==> src/rtl/wbm_rr_arbiter.sv <==
// -----------------------------------------------------------------------------
// wbm_rr_arbiter
//   Round-robin arbiter that shares one downstream Wishbone master port
//   between NUM_MASTERS upstream masters. One transaction is in flight at a
//   time. The winner's request is latched and presented downstream as a
//   single-cycle cyc/stb pulse. The response (ack/err/data) is steered back
//   to the winner. A local timeout errors the winner if the slave never
//   answers.
//
//   Sequence per transaction: IDLE -> WAIT (1..TIMEOUT cycles) -> DONE -> IDLE.
//   All outputs are registered.
//
// Ports
//   wb_clk_i / wb_rst_i      clock, synchronous active-high reset
//   wbm_cyc/stb/we_i         per-master control, one bit per master
//   wbm_sel_i                byte selects, master m at [4m+3:4m]
//   wbm_adr_i / wbm_dat_i    address / write data, master m at [32m+31:32m]
//   wbm_dat_o                read data shared by all masters (updates on ack)
//   wbm_ack_o / wbm_err_o    per-master one-cycle response pulses
//   wbs_*_o                  downstream request (latched, cyc/stb one cycle)
//   wbs_dat/ack/err_i        downstream response
//   grant_o                  one-hot current owner, zero when idle
// -----------------------------------------------------------------------------
module wbm_rr_arbiter #(
  parameter int NUM_MASTERS = 2,
  parameter int TIMEOUT     = 1024
) (
  input  logic                      wb_clk_i,
  input  logic                      wb_rst_i,
  input  logic [NUM_MASTERS-1:0]    wbm_cyc_i,
  input  logic [NUM_MASTERS-1:0]    wbm_stb_i,
  input  logic [NUM_MASTERS-1:0]    wbm_we_i,
  input  logic [4*NUM_MASTERS-1:0]  wbm_sel_i,
  input  logic [32*NUM_MASTERS-1:0] wbm_adr_i,
  input  logic [32*NUM_MASTERS-1:0] wbm_dat_i,
  output logic [31:0]               wbm_dat_o,
  output logic [NUM_MASTERS-1:0]    wbm_ack_o,
  output logic [NUM_MASTERS-1:0]    wbm_err_o,
  output logic                      wbs_cyc_o,
  output logic                      wbs_stb_o,
  output logic                      wbs_we_o,
  output logic [3:0]                wbs_sel_o,
  output logic [31:0]               wbs_adr_o,
  output logic [31:0]               wbs_dat_o,
  input  logic [31:0]               wbs_dat_i,
  input  logic                      wbs_ack_i,
  input  logic                      wbs_err_i,
  output logic [NUM_MASTERS-1:0]    grant_o
);

  localparam int IW = (NUM_MASTERS > 1) ? $clog2(NUM_MASTERS) : 1;
  localparam int CW = $clog2(TIMEOUT);

  typedef enum logic [1:0] {
    S_IDLE = 2'd0,
    S_WAIT = 2'd1,
    S_DONE = 2'd2
  } state_e;

  typedef struct packed {
    logic        we;
    logic [3:0]  sel;
    logic [31:0] adr;
    logic [31:0] dat;
  } wb_req_t;

  // ---------------------------------------------------------------------------
  // Per-master request unpacking
  // ---------------------------------------------------------------------------
  wb_req_t                mreq [NUM_MASTERS];
  logic [NUM_MASTERS-1:0] req;

  assign req = wbm_cyc_i & wbm_stb_i;

  for (genvar m = 0; m < NUM_MASTERS; m++) begin : g_unpack
    assign mreq[m] = {wbm_we_i[m], wbm_sel_i[4*m +: 4],
                      wbm_adr_i[32*m +: 32], wbm_dat_i[32*m +: 32]};
  end

  // ---------------------------------------------------------------------------
  // State
  // ---------------------------------------------------------------------------
  state_e                 state_q;
  logic [IW-1:0]          last_q;    // last granted master (rr pointer)
  logic [IW-1:0]          win_q;     // owner of the transaction in flight
  logic [CW-1:0]          cnt_q;     // WAIT cycles elapsed
  logic                   abort_q;   // owner dropped cyc during this WAIT
  logic [NUM_MASTERS-1:0] grant_q;
  logic [NUM_MASTERS-1:0] ack_q;
  logic [NUM_MASTERS-1:0] err_q;
  logic [31:0]            rdat_q;
  logic                   cyc_q;
  wb_req_t                lreq_q;

  // ---------------------------------------------------------------------------
  // Round-robin pick. Offsets are scanned from farthest to nearest so the
  // nearest requester after last_q overwrites the others and wins.
  // ---------------------------------------------------------------------------
  logic          pick_vld_d;
  logic [IW-1:0] pick_idx_d;

  always_comb begin
    int            cand;
    logic [IW-1:0] cidx;
    pick_vld_d = 1'b0;
    pick_idx_d = '0;
    cand       = 0;
    cidx       = '0;
    for (int i = NUM_MASTERS; i >= 1; i--) begin
      cand = (int'(last_q) + i) % NUM_MASTERS;
      cidx = IW'(cand);
      if (req[cidx]) begin
        pick_vld_d = 1'b1;
        pick_idx_d = cidx;
      end
    end
  end

  // One-hot forms of the new pick and of the current owner
  logic [NUM_MASTERS-1:0] grant_d;
  logic [NUM_MASTERS-1:0] win_oh;

  always_comb begin
    grant_d = '0;
    win_oh  = '0;
    for (int m = 0; m < NUM_MASTERS; m++) begin
      grant_d[m] = (pick_idx_d == IW'(m));
      win_oh[m]  = (win_q == IW'(m));
    end
  end

  // ---------------------------------------------------------------------------
  // WAIT-state helpers
  // ---------------------------------------------------------------------------
  logic [CW-1:0] cnt_d;
  logic          abort_d;
  logic          timeout_hit;

  assign cnt_d       = cnt_q + CW'(1);
  // A cyc drop sampled on the same edge as the response also discards it
  assign abort_d     = abort_q | ~wbm_cyc_i[win_q];
  assign timeout_hit = (cnt_q == CW'(TIMEOUT - 1));

  // ---------------------------------------------------------------------------
  // FSM with registered outputs
  // ---------------------------------------------------------------------------
  always_ff @(posedge wb_clk_i) begin
    if (wb_rst_i) begin
      state_q <= S_IDLE;
      last_q  <= IW'(NUM_MASTERS - 1);
      win_q   <= '0;
      cnt_q   <= '0;
      abort_q <= 1'b0;
      grant_q <= '0;
      ack_q   <= '0;
      err_q   <= '0;
      rdat_q  <= '0;
      cyc_q   <= 1'b0;
      lreq_q  <= '0;
    end else begin
      case (state_q)
        S_IDLE: begin
          ack_q <= '0;
          err_q <= '0;
          cyc_q <= 1'b0;
          if (pick_vld_d) begin
            grant_q <= grant_d;
            last_q  <= pick_idx_d;
            win_q   <= pick_idx_d;
            lreq_q  <= mreq[pick_idx_d];
            cyc_q   <= 1'b1;
            cnt_q   <= '0;
            abort_q <= 1'b0;
            state_q <= S_WAIT;
          end
        end

        S_WAIT: begin
          cyc_q   <= 1'b0;
          cnt_q   <= cnt_d;
          abort_q <= abort_d;
          if (wbs_ack_i) begin
            if (!abort_d) begin
              rdat_q <= wbs_dat_i;
              ack_q  <= win_oh;
            end
            state_q <= S_DONE;
          end else if (wbs_err_i || timeout_hit) begin
            if (!abort_d) begin
              err_q <= win_oh;
            end
            state_q <= S_DONE;
          end
        end

        S_DONE: begin
          // Response pulse has been visible for exactly this cycle; the
          // master gets this cycle to drop stb before arbitration resumes.
          ack_q   <= '0;
          err_q   <= '0;
          grant_q <= '0;
          cnt_q   <= '0;
          state_q <= S_IDLE;
        end

        default: begin
          state_q <= S_IDLE;
        end
      endcase
    end
  end

  // ---------------------------------------------------------------------------
  // Outputs
  // ---------------------------------------------------------------------------
  assign wbm_dat_o = rdat_q;
  assign wbm_ack_o = ack_q;
  assign wbm_err_o = err_q;
  assign wbs_cyc_o = cyc_q;
  assign wbs_stb_o = cyc_q;
  assign wbs_we_o  = lreq_q.we;
  assign wbs_sel_o = lreq_q.sel;
  assign wbs_adr_o = lreq_q.adr;
  assign wbs_dat_o = lreq_q.dat;
  assign grant_o   = grant_q;

endmodule

==> config.mk <==
export PLATFORM = sky130hd
export DESIGN_NAME = wbm_rr_arbiter
export DESIGN_NICKNAME = d
export VERILOG_FILES = /design/src/rtl/wbm_rr_arbiter.sv
export SDC_FILE = /design/constraint.sdc
export NUM_CORES = 1
export LEC_CHECK = 0
export ABC_AREA = 1
export CORE_AREA = 2 2 104 131
export CTS_BUF_LIST = sky130_fd_sc_hd__clkbuf_8
export DETAILED_ROUTE_END_ITERATION = 10
export DIE_AREA = 0 0 106 133
export GPL_TIMING_DRIVEN = 1
export PLACE_DENSITY_LB_ADDON = 0.15
export SLEW_MARGIN = 40
export SYNTH_ARGS = -nofsm -noshare
export SYNTH_HDL_FRONTEND = slang
export SYNTH_SLANG_ARGS = --single-unit
==> constraint.sdc <==
create_clock -name wb_clk_i -period 1.7 [get_ports wb_clk_i]
set_input_delay 0.17 -clock wb_clk_i [delete_from_list [all_inputs] [get_ports wb_clk_i]]
set_output_delay 0.17 -clock wb_clk_i [all_outputs]
set_load 0.1 [all_outputs]
## Word level (Yosys, flattened, before mapping)

Index checks and enable logic that the tools add are counted.

- Add/sub/neg operators: 3
- Multiplexer cells: 31
- Equality and inequality tests: 9
- Bitwise logic cells: 7
- Magnitude comparators: 4
- Reductions and logical operators: 15

Operators with widths:

| kind | number |
|---|---|
| $mux 69 | 3 |
| $pmux 10 s3 | 1 |
| $mux 2 | 8 |
| $pmux 2 s2 | 4 |
| $mux 1 | 12 |
| $add 10x1->10 const B | 1 |
| $eq 10x10->1 const B | 1 |
| $mux 10 | 1 |
| $ne 2x2->1 const B | 5 |
| $reduce_and 2->1 | 5 |
| $lt 1x2->1 const B | 3 |
| $reduce_and 3->1 | 2 |
| $reduce_bool 2->1 | 3 |
| $not 1->1 | 4 |
| $pmux 1 s2 | 2 |
| $reduce_and 4->1 | 1 |
| $ne 3x3->1 const B | 1 |
| $reduce_bool 3->1 | 1 |
| $add 1x1->1 const B | 2 |
| $and 2x2->2 | 1 |
| $eq 2x1->1 const B | 1 |
| $eq 2x2->1 const B | 1 |
| $ge 2x2->1 const B | 1 |
| $logic_not 2->1 | 1 |
| 4 further kinds | 4 |

- Register bits after elaboration: 123
- Input port bits: 178
- Output and inout bits: 109

## Depth between registers and ports, before layout

- Depth after elaboration: 9
- Depth in mapped cells: 10
- Gate-level depth less buffers: 9

## Least setup slack after synthesis

OpenSTA, ideal clock, no wires.

- Path type: flip-flop to output port
- From: reg cyc_q, in the netlist wbs_cyc_o
- To: out wbs_stb_o
- Path slack: 157 ps
- Data required time: 1530 ps
- Stages on the path, launching flop included: 2
- Buffers on the path: 1
- Data arrival time: 1373 ps
- Cell sequence: dfxtp_1 buf_4

RTL lines:

| what | RTL line | text |
|---|---|---|
| from (decl) | 92 | `logic cyc_q;` |
| from (signal assigned) | 158 | `cyc_q <= 1'b0;` |
| from (signal assigned) | 165 | `cyc_q <= 1'b0;` |
| from (signal assigned) | 171 | `cyc_q <= 1'b1;` |
| to (decl) | 40 | `output logic wbs_stb_o,` |

No word-level cell between the ends.

## Worst setup path in the final report

- From: reg state_q[1]
- To: reg cnt_q[0]

- Cells in the longest elaborated chain, start to end: 3
- Elaborated cells between the ends (all ways): 7
- Classes of those cells: 3 x eq/ne; 1 x mux; 3 x reduce/logical

Ends and longest elaborated chain:

| what | RTL line | text |
|---|---|---|
| from (decl) | 83 | `state_e state_q;` |
| from (signal assigned) | 149 | `state_q <= S_IDLE;` |
| from (signal assigned) | 174 | `state_q <= S_WAIT;` |
| from (signal assigned) | 187 | `state_q <= S_DONE;` |
| $eq 2x1->1, or another cell as far along | 161 | `case (state_q)` |
| $reduce_bool 3->1 (no line) or $ne 2x2->1 (tied branches) | - |  |
| $reduce_and 2->1 (no line) | - |  |
| to (signal assigned) | 180 | `cnt_q <= cnt_d;` |
| to (decl) | 86 | `logic [CW-1:0] cnt_q;` |

Several ways; a longest one is shown, not always the timed one.
A chain may end at the register's enable or synchronous reset.

==> metrics.txt <==
Num CTS Buffers=17; CTS sink count=approximately 120; Die W=106 um; total number of H-tree levels=4; largest net degree at the start of global routing=81; crit-path most repeated cell=nand2_1; Placer Congestion=0.795; Worst Setup SP=state_q[1]$_SDFFE_PP0P_; Initial Util=approximately two fifths; Max clock buf depth=2; min-delay src=wb_rst_i; Port-buffer cells=about 290; DR DRC count=0; Synth Instances=667; vias=approximately 5,400; Peak VDD IR=450 uV; Synth Warn #=0; CP Data Required Time=roughly 2100 ps; All-Layer GR Usage=between 20% and 30%; Slew @ Worst Pin=between 400 and 500 ps; Post-Syn Area=4940 um^2; number of distinct library cells after synthesis=29; # hold bufs at CTS=0; number of inserted diodes=0; Crit Path Category=flip-flop to flip-flop; register area share after synthesis=49.8%; Via-to-Cell Ratio=4.75; fmax=approximately 660 MHz; synthesis-to-finish area growth=64.6%; commonest non-fill, non-tap cell in the layout=nand2_1; gr ovfl total=0; Crit Path Max Fanout=12; Routed WL=15,900 um; period utilisation layout=89.4%; initial antenna violation count=0; CORE AREA=approximately 13,000 um^2; Worst-Skew Late Latency=420 ps; Pre-antenna DRT Iters=5; Power, Total=around 8 mW; final hold viol count=0; worst endpoint data arrival time=1890 ps; row cnt=47; hpwl dp=11,500 um; CP max stage cell=dfxtp_1; commonest cells after routing, fill and taps aside=250 x nand2_1, 176 x clkdlybuf4s50_1, 123 x dfxtp_1, 123 x buf_4, 74 x nor2_1; max cap viols=0; Clock Root Buffer=clkbuf_8; critical path cell sequence=inv_1 -> nand2_1 -> inv_2 -> buf_4 -> nor2_2 -> buf_4 -> nand2_1 -> o21ai_0 -> nand2_1 -> inv_1; Synth Area per Inst=7.41 um^2; die height=133 um; Die Area=14,100 um^2; Fin Clk Skew=approximately 11 ps; share of layout cells above drive strength 1=17.7%; fillcell total=roughly 1,200; Final nets=1,131; RSZ-0062 raised after global routing=no; status=complete, no violations; final setup fails=0; first-pass GRT wire length=25,100 um; Total Neg Setup Slack=0 ps; Clock transition at path regs=70 ps; slowest stage delay, CP=420 ps; crit path buf inv count=5; Hold WC Path Type=primary input to flip-flop; post-layout minimum cycle time=1520 ps; # IOs=287; CTS tree=done; WL per Instance=14.0 um; number of routed nets with antenna violations=0; delay-heaviest family, CP=buffers and inverters; startpoint type of the worst setup path=flip-flop; power per cell area=998 nW/um^2; Detailed Route Iter0 Violations=159; max_slew headroom=69.7%; number of global-route vias before repair=5,145; Static Leak=3.27 nW; FF+latch count, synth=123; Worst setup EP type=flip-flop; max-slew violation count=0; R2R Path Start=state_q[1]$_SDFFE_PP0P_; Synth Net Count=~850
[sequential cells by signal, summed over array words and instances, names as in the netlist, 2 cells and up]
| register | cells |
|---|---|
| wbs_adr_o | 32 |
| state_q | 2 |
| wbs_sel_o | 4 |
| wbm_dat_o | 32 |
| wbs_dat_o | 32 |
| grant_o | 2 |
| cnt_q | 10 |
| wbm_err_o | 2 |
| wbm_ack_o | 2 |
[cells in the mapped netlist, drive strengths merged]
cell type / count / area, um^2
o21a: 1 / 7.51
a31oi: 69 / 432
a22oi: 1 / 7.51
a21oi: 17 / 96.4
nor3: 1 / 5.00
inv: 20 / 75.1
clkinv: 1 / 5.00
nor2: 77 / 302
nand2: 251 / 950
o21ai: 39 / 195
clkbuf: 17 / 67.6
buf: 26 / 196
nand3b: 1 / 7.51
nand3: 18 / 95.1
a211oi: 1 / 7.51
dfxtp: 123 / 2460
o21bai: 1 / 7.51
ha: 1 / 12.5
nand4: 2 / 12.5
[layer usage]
metal | global-route usage, % | part of all wire, % | up-vias
li1 | - | - | 2749
met1 | 25.7 | 41 | 2414
met2 | 38.5 | 49 | 210
met3 | 8.57 | 8.0 | 20
met4 | 6.36 | 1.5 | 0
met5 | 0 | 0 | -
[worst register-to-register path: cells and delay by family (launching register included)]
family                 cells  cell delay [ps]
AO/OA/AOI/OAI              1               70
AND/OR/NAND/NOR            4              420
buffers and inverters      5              570
flip-flops                 1              420
[final timing paths]
kind              depth (start not counted)  slack [ps]               endpoint
setup / recovery                         10         180  cnt_q[0]$_SDFFE_PP0P_
setup reg to reg                         10         180  cnt_q[0]$_SDFFE_PP0P_
hold reg to reg                           2         470   abort_q$_SDFFE_PP0P_
hold / removal                            3         290  cnt_q[6]$_SDFFE_PP0P_
[per-stage QoR]
stage	worst slack [ps]	cell area, um^2	hold WS, ps	instances	util, %
2_1_floorplan	157	4940	327	667	-
6_report	180	8140	287	1135	62.6
5_1_grt	20.7	8140	289	1135	62.6
3_3_place_gp	-80.4	7760	453	1104	59.7
3_5_place_dp	-103	7760	456	1104	59.7
4_1_cts	149	8130	253	1135	62.5
[cells by family after synthesis]
family                   after synthesis  synth area share (%)
buffers and inverters                 64                  6.96
AO/OA/AOI/OAI                        129                  15.2
AND/OR/NAND/NOR                      350                  27.7
flip-flops                           123                  49.8
adder cells (fa/ha/maj)                1                 0.253
[power breakdown]
group | internal (mW) | switching, mW | total (mW)
Combinational | 0.802 | 1.76 | 2.56
Clock | 1.28 | 1.12 | 2.40
Sequential | 3.06 | 0.100 | 3.16
Total | 5.14 | 2.98 | 8.12
[layout make-up]
type	count	area, um^2	area share, %
Tap cell	171	214	2.63
Clock inverter	10	76.3	0.938
Multi-Input combinational cell	480	2140	26.4
Sequential cell	123	2460	30.3
Inverter	21	80.1	0.984
Clock buffer	21	289	3.55
Timing Repair Buffer	309	2870	35.3
[timing repair]
action                     in CTS  in global routing
setup buffers                   0                  0
resized for setup               0                  1
setup endpoints to repair       0                  2
(Power assumes the default switching activity.)
